[src/rtl/md_pkg.sv]
// md_pkg: shared op/state encodings and default width for the multiply/divide sequencer
package md_pkg;
    localparam int MD_WIDTH = 32;
    localparam logic [1:0] OP_MULT  = 2'b00;
    localparam logic [1:0] OP_MULTU = 2'b01;
    localparam logic [1:0] OP_DIV   = 2'b10;
    localparam logic [1:0] OP_DIVU  = 2'b11;
    localparam logic [1:0] S_IDLE = 2'b00;
    localparam logic [1:0] S_RUN  = 2'b01;
    localparam logic [1:0] S_FIX  = 2'b10;
endpackage

[src/rtl/md_divstep.sv]
// md_divstep: one combinational restoring-division step on a {rem,quo} pair
module md_divstep #(
    parameter int WIDTH = 32
) (
    input  logic [WIDTH-1:0] i_rem,
    input  logic [WIDTH-1:0] i_quo,
    input  logic [WIDTH-1:0] i_div,
    output logic [WIDTH-1:0] o_rem,
    output logic [WIDTH-1:0] o_quo
);
    logic [WIDTH:0] w_shift, w_diff;
    logic w_ge;
    assign w_shift = {i_rem, i_quo[WIDTH-1]};
    assign w_diff  = w_shift - {1'b0, i_div};
    assign w_ge    = ~w_diff[WIDTH];
    assign o_rem   = w_ge ? w_diff[WIDTH-1:0] : w_shift[WIDTH-1:0];
    assign o_quo   = {i_quo[WIDTH-2:0], w_ge};
endmodule

[src/rtl/md_sequencer.sv]
// md_sequencer: multi-cycle MIPS mult/multu/div/divu sequencer with HI/LO registers
module md_sequencer
    import md_pkg::*;
#(
    parameter int WIDTH = MD_WIDTH
) (
    input  logic             clk,
    input  logic             reset,
    input  logic             start,
    input  logic [1:0]       op,
    input  logic [WIDTH-1:0] rs,
    input  logic [WIDTH-1:0] rt,
    input  logic             mthi,
    input  logic             mtlo,
    input  logic [WIDTH-1:0] wdata,
    output logic             busy,
    output logic             done,
    output logic [WIDTH-1:0] hi,
    output logic [WIDTH-1:0] lo
);
    localparam int CW = $clog2(WIDTH);
    logic [1:0]         r_state, r_op;
    logic [CW-1:0]      r_count;
    logic               r_neg, r_neg_rem, r_zero, r_done;
    logic [WIDTH-1:0]   r_a, r_b, r_hi, r_lo;
    logic [2*WIDTH-1:0] r_acc;
    logic               w_a_neg, w_b_neg, w_idle;
    logic [WIDTH-1:0]   w_a_abs, w_b_abs, w_dv_rem, w_dv_quo, w_rem, w_quo;
    logic [WIDTH:0]     w_mul_add;
    logic [2*WIDTH-1:0] w_prod;

    assign w_idle  = r_state == S_IDLE;
    assign w_a_neg = ~op[0] & rs[WIDTH-1];
    assign w_b_neg = ~op[0] & rt[WIDTH-1];
    assign w_a_abs = w_a_neg ? -rs : rs;
    assign w_b_abs = w_b_neg ? -rt : rt;
    // Multiply: r_acc = {partial product, remaining multiplier bits}
    assign w_mul_add = {1'b0, r_acc[2*WIDTH-1:WIDTH]} + (r_acc[0] ? {1'b0, r_a} : '0);
    md_divstep #(.WIDTH(WIDTH)) u_divstep (
        .i_rem(r_acc[2*WIDTH-1:WIDTH]),
        .i_quo(r_acc[WIDTH-1:0]),
        .i_div(r_b),
        .o_rem(w_dv_rem),
        .o_quo(w_dv_quo)
    );
    assign w_prod = r_neg ? -r_acc : r_acc;
    assign w_rem  = r_neg_rem ? -r_acc[2*WIDTH-1:WIDTH] : r_acc[2*WIDTH-1:WIDTH];
    // Divide by zero forces an all-ones quotient regardless of operand signs
    assign w_quo  = r_zero ? '1 : r_neg ? -r_acc[WIDTH-1:0] : r_acc[WIDTH-1:0];

    always_ff @(posedge clk or posedge reset) begin
        if (reset) begin
            r_state   <= S_IDLE;
            r_op      <= OP_MULT;
            r_count   <= '0;
            r_neg     <= 1'b0;
            r_neg_rem <= 1'b0;
            r_zero    <= 1'b0;
            r_done    <= 1'b0;
            r_a       <= '0;
            r_b       <= '0;
            r_hi      <= '0;
            r_lo      <= '0;
            r_acc     <= '0;
        end else begin
            r_done <= 1'b0;
            if (r_state == S_IDLE) begin
                if (start) begin
                    r_state   <= S_RUN;
                    r_op      <= op;
                    r_count   <= '0;
                    r_a       <= w_a_abs;
                    r_b       <= w_b_abs;
                    r_neg     <= w_a_neg ^ w_b_neg;
                    r_neg_rem <= w_a_neg;
                    r_zero    <= op[1] & (rt == '0);
                    r_acc     <= {{WIDTH{1'b0}}, op[1] ? w_a_abs : w_b_abs};
                end else begin
                    if (mthi) r_hi <= wdata;
                    if (mtlo) r_lo <= wdata;
                end
            end else if (r_state == S_RUN) begin
                r_acc   <= r_op[1] ? {w_dv_rem, w_dv_quo} : {w_mul_add, r_acc[WIDTH-1:1]};
                r_count <= r_count + 1'b1;
                if (r_count == CW'(WIDTH-1)) r_state <= S_FIX;
            end else begin
                r_hi    <= r_op[1] ? w_rem : w_prod[2*WIDTH-1:WIDTH];
                r_lo    <= r_op[1] ? w_quo : w_prod[WIDTH-1:0];
                r_done  <= 1'b1;
                r_state <= S_IDLE;
            end
        end
    end

    assign busy = ~w_idle;
    assign done = r_done;
    assign hi   = r_hi;
    assign lo   = r_lo;
endmodule

[config.mk]
export PLATFORM = sky130hd
export DESIGN_NAME = md_sequencer
export DESIGN_NICKNAME = d
export VERILOG_FILES = /design/src/rtl/md_pkg.sv /design/src/rtl/md_divstep.sv /design/src/rtl/md_sequencer.sv
export SDC_FILE = /design/constraint.sdc
export NUM_CORES = 1
export LEC_CHECK = 0
export CORE_MARGIN = 2
export CORE_UTILIZATION = 46
export CTS_CLUSTER_SIZE = 16
export DETAILED_ROUTE_END_ITERATION = 10
export PLACE_DENSITY = 0.7
export SLEW_MARGIN = 10
export SYNTH_ARGS = -nofsm -noshare
export SYNTH_HDL_FRONTEND = slang
export SYNTH_SLANG_ARGS = --single-unit
[constraint.sdc]
create_clock -name clk -period 6 [get_ports clk]
set_input_delay 0.9 -clock clk [delete_from_list [all_inputs] [get_ports clk]]
set_output_delay 0.9 -clock clk [all_outputs]
set_load 0.01 [all_outputs]
### After elaboration in Yosys (flattened, before gate mapping)

Index checks and enable logic that the tools add are counted.

| word-level totals | value |
|---|---|
| RAM bits | 0 |
| latch bits | 0 |
| output and inout port bits | 66 |
| bits in read-only memories | 0 |
| flip-flop bits (word level) | 205 |
| input port bits | 103 |
| logic and storage cells | 75 |
| memories | 0 |

| operators by class | value |
|---|---|
| multiplexer cells | 32 |
| order comparisons | 0 |
| bitwise logic cells | 7 |
| shifts and indexed selects | 0 |
| equal/unequal tests | 8 |
| reduce and logical (&&, ||, !) cells | 8 |
| multiply operators | 0 |
| divide/modulo/power cells | 0 |
| add/sub/neg operators | 8 |

Operator list:

| kind | count |
|---|---|
| $mux W32 | 18 |
| $mux W64 | 5 |
| $neg A32 Y32 | 4 |
| $neg A64 Y64 | 1 |
| $add A32 B32 Y33 | 1 |
| $sub A33 B32 Y33 | 1 |
| $logic_not A32 Y1 | 1 |
| $mux W5 | 3 |
| $ne A2 B2 Y1 const B | 5 |
| $mux W2 | 4 |
| $reduce_and A2 Y1 | 3 |
| $reduce_and A3 Y1 | 2 |
| $add A5 B1 Y5 const B | 1 |
| $eq A5 B5 Y1 const B | 1 |
| $and A1 B1 Y1 | 3 |
| $ne A3 B2 Y1 const B | 1 |
| $not A1 Y1 | 3 |
| $eq A2 B1 Y1 const B | 1 |
| $logic_not A2 Y1 | 1 |
| $mux W1 | 2 |
| $reduce_bool A2 Y1 | 1 |
| $xor A1 B1 Y1 | 1 |

### Longest topological paths before layout

Gate-level depths: netlist of the first run.

| depth | value |
|---|---|
| word-level depth | 6 |
| gate-level depth with buffers | 15 |
| mapped depth without buffers | 13 |

### Hierarchy

A second synthesis of the first run with hierarchy kept.

| second synthesis, totals | value |
|---|---|
| cells, all modules | 2,048 |
| area, all modules | 16,375.7 µm² |

By module, submodules not included:

| module | times used | area an instance (µm²) | sequential area each (µm²) | cells an instance |
|---|---|---|---|---|
| md_sequencer | 1 | 13,777.0 | 5,104.9 | 1,711 |
| md_divstep | 1 | 2,598.7 | 0.0 | 337 |

### Worst setup path after synthesis of the first run

Ideal clock, no wire load.

| timing path | value |
|---|---|
| path kind | input -> register |
| start | input rt[11] |
| end | register r_acc[27] |
| required time | 5.877 ns |
| data arrival time | 3.220 ns |
| stages | 9 |
| slack | 2.658 ns |
| cells stage by stage | or4_1 -> or4_1 -> or2_1 -> nor3_1 -> a31oi_1 -> xor2_1 -> nor2_1 -> a21oi_1 -> o221a_2 |

| between the ends | value |
|---|---|
| cells in the longest elaborated chain, start to end | 5 |

Ends and longest elaborated chain:

| what | line | text |
|---|---|---|
| start, declared | md_sequencer.sv:12 | `input logic [WIDTH-1:0] rt,` |
| $neg A32 Y32 | md_sequencer.sv:36 | `assign w_b_abs = w_b_neg ? -rt : rt;` |
| $mux W32 | md_sequencer.sv:36 |  |
| $mux W32 | md_sequencer.sv:77 | `r_acc <= {{WIDTH{1'b0}}, op[1] ? w_a_abs : w_b_abs};` |
| $mux W64 | md_sequencer.sv:68 | `if (start) begin` |
| $mux W64 | md_sequencer.sv:67 | `if (r_state == S_IDLE) begin` |
| end signal, assigned | md_sequencer.sv:77 |  |
| end signal, assigned | md_sequencer.sv:83 | `r_acc <= r_op[1] ? {w_dv_rem, w_dv_quo} : {w_mul_add, r_acc[WIDTH-1:1]};` |
| end, declared | md_sequencer.sv:26 | `logic [2*WIDTH-1:0] r_acc;` |

Every way passes these cells. The select of a mux whose other input is x is not followed.
A chain may end at the register's enable or synchronous reset.

### Worst setup path after layout of the first run

| timing path | value |
|---|---|
| start | register r_acc[31] |
| end | register r_acc[54] |

| between the ends | value |
|---|---|
| cells in the longest elaborated chain, start to end | 5 |

Ends and longest elaborated chain:

| what | line | text |
|---|---|---|
| $sub A33 B32 Y33 | md_divstep.sv:14 | `assign w_diff = w_shift - {1'b0, i_div};` |
| $mux W32 | md_divstep.sv:16 | `assign o_rem = w_ge ? w_diff[WIDTH-1:0] : w_shift[WIDTH-1:0];` |
| $mux W64 | md_sequencer.sv:83 |  |
| $mux W64 | md_sequencer.sv:82 | `end else if (r_state == S_RUN) begin` |
| $mux W64 | md_sequencer.sv:67 |  |

Every way passes these cells. The select of a mux whose other input is x is not followed.

==> impl_metrics.csv, run 1 <==
group,metric,value,unit
clock_network,numCtsBuffers,24,
power,power.share.clock,13.2,%
sta,fin_setup_tns,0,ns
sta,fin_skew,0.0339,ns
synth,async_reset_ff_share,100,%
floorplan,rows,67,
clock_network,post_cts_buffers,0,
synth,synth_seq_area_share,32.6,%
min_path,hold_path_class,"register to register",
power,netSwitchingPower,5.80,mW
floorplan,core_area,33500,µm²
detailed_routing,top_layer_used,"met5",
sta,hold_viol,0,
synth,synth-edff-count,0,
layout,final_nets,2229,
global_routing,antenna_found_initial,1,
sta,tightest_slew,1.12,ns
clock_network,worstSkewPairLatency,0.55,ns
detailed_routing,wirelength,56.7,mm
floorplan,dieWidth,189,µm
power,seq_power_share,24.7,%
clock_network,postCtsHoldBufs,0,
clock_network,cts_resized,0,
place,hpwl,43.5,mm
place,gp_congestion,0.985,
clock_network,htreeDepth,1,
setup_path,startpoint_type,"register",
detailed_routing,vias,15500,
global_routing,grt_pass1_vias,14700,
global_routing,grt_max_degree,135,
layout,syn2layout_area_growth,18.2,%
sta,finalSetupViolations,0,
synth,syn_avg_cell_area,8.02,µm²
sta,relSlewSlack,23.1,%
synth,synthesis.area,15700,µm²
synth,ys_warn_count,0,
detailed_routing,drt-wirelength-per-cell,22.5,µm
power,power,11.9,mW
sta,min_period_over_period,70.4,%
detailed_routing,ant_nets,0,
setup_path,r2r-end,"r_acc[54]",
setup_path,reg2reg_from,"r_acc[31]",
detailed_routing,drt_iter0_markers,1530,
clock_network,cts_tree,"yes",
clock_network,clk_root_buffer_cell,"clkbuf_16",
job,drv_cap,0,
detailed_routing,wl_met1,24.3,mm
setup_path,cp.arrival,4.64,ns
clock_network,clk_path_buf_depth,3,
synth,synth_cell_type_count,78,
power,powerDensity,645,nW/µm²
setup_path,worst_setup_path_end_kind,"register",
clock_network,clk_pin_slew,0.06,ns
global_routing,grt_pass1_wl,87.2,mm
layout,drive_above_1_share,4.78,%
setup_path,reg2reg_depth,13,
sta,maxSlewViolCount,0,
floorplan,initial_core_util,46.7,%
power,peakVddDrop,0.322,mV
global_routing,grt_use_total,31.5,%
setup_path,r2r_setup_slack,1.77,ns
power,cell_internal_pwr,6.14,mW
synth,synth_top_flop_cell,"dfrtp_1",
synth,synth_nets,2128,
sta,rsz0062_at_grt,"no",
detailed_routing,dr_wl_met2,25.1,mm
detailed_routing,via_per_inst,6.13,
detailed_routing,wl_met3,4.34,mm
sta,maxClockFrequency,237,MHz
detailed_routing,dr.pass1.iters,6,
place,io_buffers,168,
power,combPwrFrac,62.1,%
floorplan,die_area,35500,µm²
global_routing,gr-total-overflow,0,
setup_path,crit_required,6.42,ns
detailed_routing,drc,0,
setup_path,crit_start,"r_acc[31]",
setup_path,path_class,"register to register",
setup_path,cp_max_fo,37,
layout,mostFrequentLayoutCells,"236 x nand2_1, 219 x o21ai_0, 203 x dfrtp_1, 167 x clkdlybuf4s50_1, 160 x a21oi_1",
floorplan,fp.dieH,189,µm
layout,final_common_cell,"nand2_1",
floorplan,pin_count,169,
setup_path,crit_end,"r_acc[54]",
synth,netlist_instances,1953,
power,sw_frac_of_total,48.6,%
power,p_leak,7.90,nW
sta,period_minus_slack,4.23,ns
synth,ys_ff_latch,204,
outcome,outcome,"complete, no violations",
clock_network,cts_sinks,204,
==> registers in the layout, summed over array words and instances (netlist names) <==
register / cells
r_acc: 64
hi: 32
lo: 32
r_a: 32
r_b: 32
r_count: 5
r_state: 2
done: 1
r_neg: 1
r_neg_rem: 1
r_op: 1
r_zero: 1
==> power by group through the flow <==
| stage | logic (mW) | registers (mW) | clock network [mW] |
|---|---|---|---|
| 2_1_floorplan | 5.27 | 2.59 | 0 |
| 3_3_place_gp | 7.19 | 2.91 | 0 |
| 3_5_place_dp | 7.30 | 2.94 | 0 |
| 4_1_cts | 7.34 | 2.92 | 1.59 |
| 5_1_grt | 8.14 | 3.02 | 1.64 |
| 6_report | 7.41 | 2.95 | 1.57 |
==> metrics by stage <==
stage	instances	hold WS, ns	setup slack [ns]	instance area [µm²]	utilization [%]
after floorplan	1953	0.441	2.46	15700	-
after global placement	2476	0.454	1.82	17700	52.7
after global routing	2520	0.491	1.52	18500	55.2
after CTS	2520	0.477	1.81	18500	55.2
final	2521	0.475	1.77	18500	55.2
after detailed placement	2476	0.462	1.79	17700	52.7
==> cell type report <==
type                    count  area (µm²)
repair buffers            190        1850
flip-flops and latches    204        5110
diodes                      1        2.50
fillers                  3150       15000
multi-input cells        1565        9900
well taps                 448         561
clock buffers              31         647
clock inverters            13         179
inverters                  69         263
==> cells in the mapped netlist (all sizes together) (17+ instances only) <==
cell | number | area [µm²]
a211oi | 21 | 158
a21o | 33 | 248
a21oi | 162 | 815
a31oi | 17 | 106
and2 | 39 | 244
and3 | 21 | 131
clkbuf | 103 | 387
dfrtp | 204 | 5100
ha | 70 | 876
inv | 67 | 251
mux2i | 72 | 721
nand2 | 237 | 890
nand2b | 17 | 106
nand3 | 21 | 105
nor2 | 149 | 562
nor3 | 36 | 180
o21ai | 234 | 1170
o22ai | 27 | 169
o31ai | 25 | 188
or3 | 21 | 141
xnor2 | 101 | 885
xor2 | 62 | 543
==> layer usage <==
layer  up-vias  track usage [%]
met5         -                0
met3       119             3.95
met1      7437             44.0
met4         2             14.6
li1       7199                -
met2       696             48.8
==> worst min-delay path by stage <==
stage             from      end  slack, ns  depth (start not counted)
5_1_grt        r_a[18]  r_a[18]       0.49                          2
4_1_cts        r_a[22]  r_a[22]       0.48                          2
6_report       r_a[22]  r_a[22]       0.47                          2
3_3_place_gp   r_a[22]  r_a[22]       0.45                          2
2_1_floorplan  r_a[31]  r_a[31]       0.44                          2
3_5_place_dp   r_a[22]  r_a[22]       0.46                          2
==> critical path, cell delays in order (launching register included) <==
cell,delay [ns]
dfrtp_1,0.50
inv_1,0.13
ha_1,0.23
fa_1,0.42
nor2b_1,0.16
o31a_1,0.20
o21ai_1,0.19
o21ai_0,0.32
nand4_1,0.28
a31o_2,0.32
nor3_2,0.16
buf_4,0.47
mux2_2,0.39
a221o_1,0.31
==> cell families after synthesis <==
kind of cell	share of synthesized area (%)
compound gates	24.4
simple gates	18.7
flops	32.6
buf+inv	4.44
xor+xnor	9.12
mux	4.89
fa+ha+maj	5.85
Power figures use the tool's default switching activity.
==> run 2, diff against run 1 <==
Clock period 6 ns to 3.48 ns, I/O delays scaled along.
==> run 2 against run 1 <==
Effect of this change: routed wire length grew 5.5%; first-iteration DRC count grew 11%; clock power grew 62%; power grew 86%; final cell count grew 6.0%; critical path depth shrank 4; core utilization grew 3.6 points; sequential share of layout area shrank 1.7 points; setup slack lost 1.6 ns; final area grew 6.5%; clock skew shrank 0.0012 ns.
==> impl_metrics.csv, run 2 (same netlist as run 1, synthesis figures left out) <==
group,metric,value,unit
clock_network,worstSkewPairLatency,0.55,ns
setup_path,crit_required,3.92,ns
sta,min_period_over_period,96.2,%
setup_path,worst_setup_path_end_kind,"register",
global_routing,antenna_found_initial,0,
layout,fin_area,19700,µm²
sta,finalSetupViolations,0,
detailed_routing,vias,16200,
place,dp_slack,-0.165,ns
place,dpl-instance-area,18900,µm²
clock_network,htreeDepth,1,
detailed_routing,drc,0,
place,gp_congestion,0.996,
layout,mostFrequentLayoutCells,"236 x nand2_1, 217 x o21ai_0, 202 x dfrtp_1, 169 x buf_4, 167 x clkdlybuf4s50_1",
power,peakVddDrop,0.551,mV
setup_path,cp_max_fo,5,
power,sw_frac_of_total,47.6,%
clock_network,clk_root_buffer_cell,"clkbuf_16",
layout,regMostFlops,"r_acc",
min_path,hold_path_class,"input port to asynchronous set/reset pin",
global_routing,grt_pass1_wl,90.4,mm
detailed_routing,ant_nets,0,
layout,largest_reg_flops,64,
setup_path,startpoint_type,"register",
floorplan,die_area,35500,µm²
clock_network,clk_pin_slew,0.06,ns
clock_network,cts_tree,"yes",
floorplan,pin_count,169,
global_routing,grtUsageMet2,52.0,%
setup_path,crit_start,"r_acc[47]",
floorplan,rows,67,
clock_network,cts_sinks,204,
global_routing,grtUsageMet1,45.6,%
power,power.share.clock,11.5,%
power,netSwitchingPower,10.5,mW
floorplan,dieWidth,189,µm
sta,setup_ws,0.133,ns
layout,fin_util,58.8,%
global_routing,busiest_layer,"met2",
detailed_routing,wirelength,59.9,mm
layout,drive_above_1_share,11.9,%
global_routing,grt_max_degree,99,
layout,diodes,0,
sta,maxClockFrequency,299,MHz
global_routing,grt_use_total,32.9,%
sta,rsz0062_at_grt,"no",
setup_path,cp.arrival,3.79,ns
floorplan,fp.dieH,189,µm
outcome,outcome,"complete, no violations",
floorplan,core_area,33500,µm²
setup_path,path_class,"register to register",
power,p_leak,8.67,nW
place,hpwl,47.2,mm
sta,worst_hold_slack,0.305,ns
sta,maxSlewViolCount,0,
sta,period_minus_slack,3.35,ns
global_routing,grt_pass1_vias,15400,
power,seq_power_share,21.1,%
sta,relSlewSlack,30.1,%
layout,final_nets,2382,
power,cell_internal_pwr,11.6,mW
global_routing,grtUsageMet3,3.22,%
clock_network,numCtsBuffers,24,
detailed_routing,drt_iter0_markers,1697,
clock_network,clk_path_buf_depth,3,
floorplan,initial_core_util,46.7,%
layout,final_common_cell,"nand2_1",
sta,fin_setup_tns,0,ns
sta,hold_viol,0,
sta,tightest_slew,1.04,ns
job,drv_cap,0,
detailed_routing,dr.pass1.iters,6,
global_routing,gr-total-overflow,0,
power,powerDensity,1120,nW/µm²
detailed_routing,via_per_inst,6.07,
setup_path,reg2reg_from,"r_acc[47]",
detailed_routing,drt-wirelength-per-cell,22.4,µm
place,io_buffers,168,
power,combPwrFrac,67.5,%
layout,syn2layout_area_growth,25.9,%
sta,fin_skew,0.0326,ns
==> run 2: path summary, 6_finish.rpt <==
path,end,slack [ns],depth (start not counted)
hold / removal,hi[11],0.31,2
setup / recovery,hi[30],0.13,9
setup reg to reg,hi[30],0.13,9
min in group clk,lo[20],0.48,1
max in group asynchronous,r_op[1],2.25,3
hold reg to reg,lo[20],0.48,1
==> run 2: worst max-delay path, cell delays in order, from the launching register on <==
cell	delay, ns
dfrtp_1	0.42
or4_4	0.60
or4_4	0.45
or4_4	0.44
or3_4	0.35
or3_4	0.36
nor2_2	0.09
a21oi_1	0.08
xor2_1	0.17
a221o_1	0.30
==> run 2: power by group through the flow <==
stage	registers [mW]	clock network, mW	logic, mW
after floorplan	4.47	0	9.09
after global placement	4.61	0	14.2
after detailed placement	4.65	0	14.4
after CTS	4.61	2.54	14.5
after global routing	4.75	2.66	16.2
final	4.66	2.54	14.9
==> run 2: through the flow <==
| step | cells | total power, mW |
|---|---|---|
| 2_1_floorplan | 1953 | 13.6 |
| 3_3_place_gp | 2627 | 18.8 |
| 3_5_place_dp | 2627 | 19.1 |
| 4_1_cts | 2670 | 21.7 |
| 5_1_grt | 2672 | 23.6 |
| 6_report | 2672 | 22.1 |
==> run 2: repair_timing <==
item                                    CTS  global route
endpoints found under the hold margin     0             0
hold buffers                              0             0
gates resized for setup                   2            13
pin swaps                                 0             5
gates cloned                              0             1
endpoints found under the setup margin    6            36
setup buffers                             0             1
==> run 2: area by class of cell <==
type                       count  area [µm²]
clock buffer                  36         736
clock inverter                 7        46.3
fill                        3077       13800
inverter                      69         263
multi-input combinational   1565        9950
sequential                   204        5110
tap                          448         561
timing repair buffer         343        3060
==> run 2: metal layers <==
metal | up-vias | share of wire (%)
li1 | 7503 | -
met1 | 7786 | 42
met2 | 778 | 45
met3 | 142 | 7.4
met4 | 0 | 5.4
met5 | - | 0
==> run 3, diff against run 2 <==
Settings changed: ABC_AREA from default to 1, PLACE_DENSITY 0.7 to 0.68, SYNTH_HIERARCHICAL from default to 1.
==> run 3 against run 2 <==
Effect of this change: worst hold slack better by 0.16 ns; sequential power grew 4.7%; clock power is 15% higher; non-clock buffer count decreased by 128; largest power group unchanged.
==> impl_metrics.csv, run 3 <==
group,metric,value,unit
power,sw_frac_of_total,57.0,%
detailed_routing,ant_nets,0,
layout,largest_reg_flops,64,
setup_path,startpoint_type,"register",
global_routing,grt_pass1_vias,20900,
power,netSwitchingPower,15.4,mW
detailed_routing,wirelength,84.4,mm
sta,fin_skew,0.0189,ns
place,place_inst,3938,
clock_network,htreeDepth,1,
sta,worst_hold_slack,0.461,ns
place,gp_congestion,1.06,
synth,synth_cell_type_count,51,
power,combPwrFrac,71.2,%
power,seq_power_share,18.0,%
synth,yosysTopAreaCell,"dfrtp_1",
sta,rsz0062_at_grt,"no",
job,drv_cap,0,
layout,ff_latch_area,5110,µm²
clock_network,cts_resized,0,
sta,maxClockFrequency,347,MHz
place,hpwl,68.0,mm
outcome,outcome,"complete, no violations",
power,cell_internal_pwr,11.6,mW
power,powerDensity,1190,nW/µm²
floorplan,fp.dieH,211,µm
synth,synth_seq_area_share,25.8,%
layout,layoutNonFillerInstCount,3987,
layout,final_nets,3602,
layout,mostFrequentLayoutCells,"1084 x nand2_1, 434 x nor2_1, 420 x inv_1, 274 x nand3_1, 202 x dfrtp_1",
clock_network,cts_tree,"yes",
synth,syn_avg_cell_area,5.94,µm²
synth,netlist_instances,3330,
sta,min_period_over_period,82.7,%
synth,synthTopCellsByCount,"1084 x nand2_1, 435 x nor2_1, 422 x inv_1",
layout,final_common_cell,"nand2_1",
place,io_buffers,168,
synth,synth_top_flop_cell,"dfrtp_1",
layout,drive_above_1_share,5.45,%
layout,multi_input_area,12200,µm²
clock_network,worstSkewPairLatency,0.57,ns
synth,synth.most_common_cell,"nand2_1",
detailed_routing,vias,22500,
clock_network,post_cts_buffers,0,
setup_path,cp_max_fo,33,
global_routing,antenna_found_initial,4,
min_path,hold_path_class,"input port to asynchronous set/reset pin",
floorplan,dieWidth,211,µm
floorplan,core_area,42200,µm²
layout,regMostFlops,"r_acc",
floorplan,rows,75,
sta,maxSlewViolCount,0,
synth,ys_top_cells_by_area,"dfrtp_1 26%, nand2_1 21%, nor2_1 8.3%",
power,power.share.clock,10.8,%
layout,syn2layout_area_growth,14.7,%
synth,synth_nets,3505,
floorplan,die_area,44700,µm²
clock_network,cts_sinks,204,
power,p_leak,11.8,nW
global_routing,grt_max_degree,120,
clock_network,clk_pin_slew,0.06,ns
clock_network,postCtsHoldBufs,0,
global_routing,grt_use_total,37.3,%
sta,relSlewSlack,34.7,%
sta,tightest_slew,0.978,ns
setup_path,path_class,"register to register",
clock_network,numCtsBuffers,26,
detailed_routing,drt_iter0_markers,2601,
synth,ys_warn_count,6,
synth,synth-edff-count,0,
detailed_routing,drt-wirelength-per-cell,21.2,µm
synth,synthesis.area,19800,µm²
clock_network,clk_root_buffer_cell,"clkbuf_16",
detailed_routing,dr.pass1.iters,8,
global_routing,gr-total-overflow,0,
sta,fin_setup_tns,0,ns
synth,synth_top_cell_area_share,25.8,%
global_routing,grt_pass1_wl,126,mm
floorplan,initial_core_util,46.8,%
power,peakVddDrop,0.990,mV
detailed_routing,drc,0,
sta,period_minus_slack,2.88,ns
floorplan,pin_count,169,
setup_path,cp.arrival,3.28,ns
sta,hold_viol,0,
detailed_routing,via_per_inst,5.64,
synth,ys_ff_latch,204,
setup_path,crit_required,3.88,ns
power,power,27.0,mW
clock_network,clk_path_buf_depth,3,
sta,finalSetupViolations,0,
setup_path,worst_setup_path_end_kind,"register",
synth,async_reset_ff_share,100,%
layout,fillers,4408,
[run 3: cell count changes after synthesis, moves of 32 or more]
cell,previous run,this run
xnor2_1,101,7
nand3_1,21,274
o21ai_0,220,184
nand2_1,237,1084
nor2_1,148,435
buf_4,0,44
inv_1,66,422
a21o_1,33,0
clkbuf_1,103,47
and2_1,38,6
mux2i_1,72,0
[run 3: power by group through the flow]
stage	Combinational, mW	Sequential [mW]	Clock, mW
3_5_place_dp	18.7	4.85	0
3_3_place_gp	18.6	4.79	0
5_1_grt	21.1	4.97	3.02
4_1_cts	18.8	4.82	2.92
6_report	19.3	4.88	2.91
2_1_floorplan	12.8	4.64	0
[run 3: cells by family (layout without fill, tap and decap cells)]
logic type      Yosys count  in the layout  synth area share [%]
compound gates          492            492                  14.0
xor+xnor                 73             73                  3.23
fa+ha+maj                72             72                  4.63
buf+inv                 582            699                  12.3
flops                   204            204                  25.8
other cells               0              1                     0
simple gates           1907           1907                  40.0
[run 3: path summary, 6_finish.rpt]
check                                  to        from  cells after the start  slack (ns)
worst max-delay path            r_acc[63]   r_acc[32]                     18        0.60
worst min-delay path               hi[18]       reset                      3        0.46
worst max register to register  r_acc[63]   r_acc[32]                     18        0.60
worst min register to register       done  r_state[1]                      0        0.46
max in group asynchronous         r_b[31]       reset                      3        2.38
min in group clk                     done  r_state[1]                      0        0.46
[run 3: per-stage QoR]
step / area (µm²) / util (%) / setup WS (ns)
finish: 22700 / 53.7 / 0.602
global route: 22700 / 53.7 / 0.374
CTS: 22700 / 53.7 / 0.700
detailed placement: 21800 / 51.5 / 0.501
global placement: 21800 / 51.5 / 0.576
floorplan: 19800 / - / 0.314
[run 3: routing by layer]
layer	global-route usage, %	vias up	part of all wire (%)
li1	-	10700	-
met1	52.1	10500	43
met2	55.8	1113	42
met3	9.36	156	11
met4	13.0	2	4.0
met5	0	-	0.020
[run 3: area by class of cell]
type | instances | area share [%]
antenna | 1 | 0.0110
clock buffer | 37 | 3.40
clock inverter | 11 | 0.679
inverter | 436 | 7.25
multi-input combinational | 2544 | 54.0
sequential | 204 | 22.5
tap | 539 | 2.97
timing repair buffer | 215 | 9.19
[run 3: worst max-delay path, cell delays in order, from the launching register on]
cell and delay, ns:
dfrtp_1 0.51, inv_1 0.11, fa_1 0.48, inv_1 0.11
nand2_1 0.06, nand2_1 0.07, nand3_1 0.07, nand2_2 0.12
nand2_1 0.07, nand2_2 0.08, nand2_2 0.07, nand3_1 0.12
nand2_4 0.24, nand2_1 0.17, nand2_1 0.08, nor2_1 0.10
nor2_1 0.06, nand2_1 0.10, o21ai_0 0.08
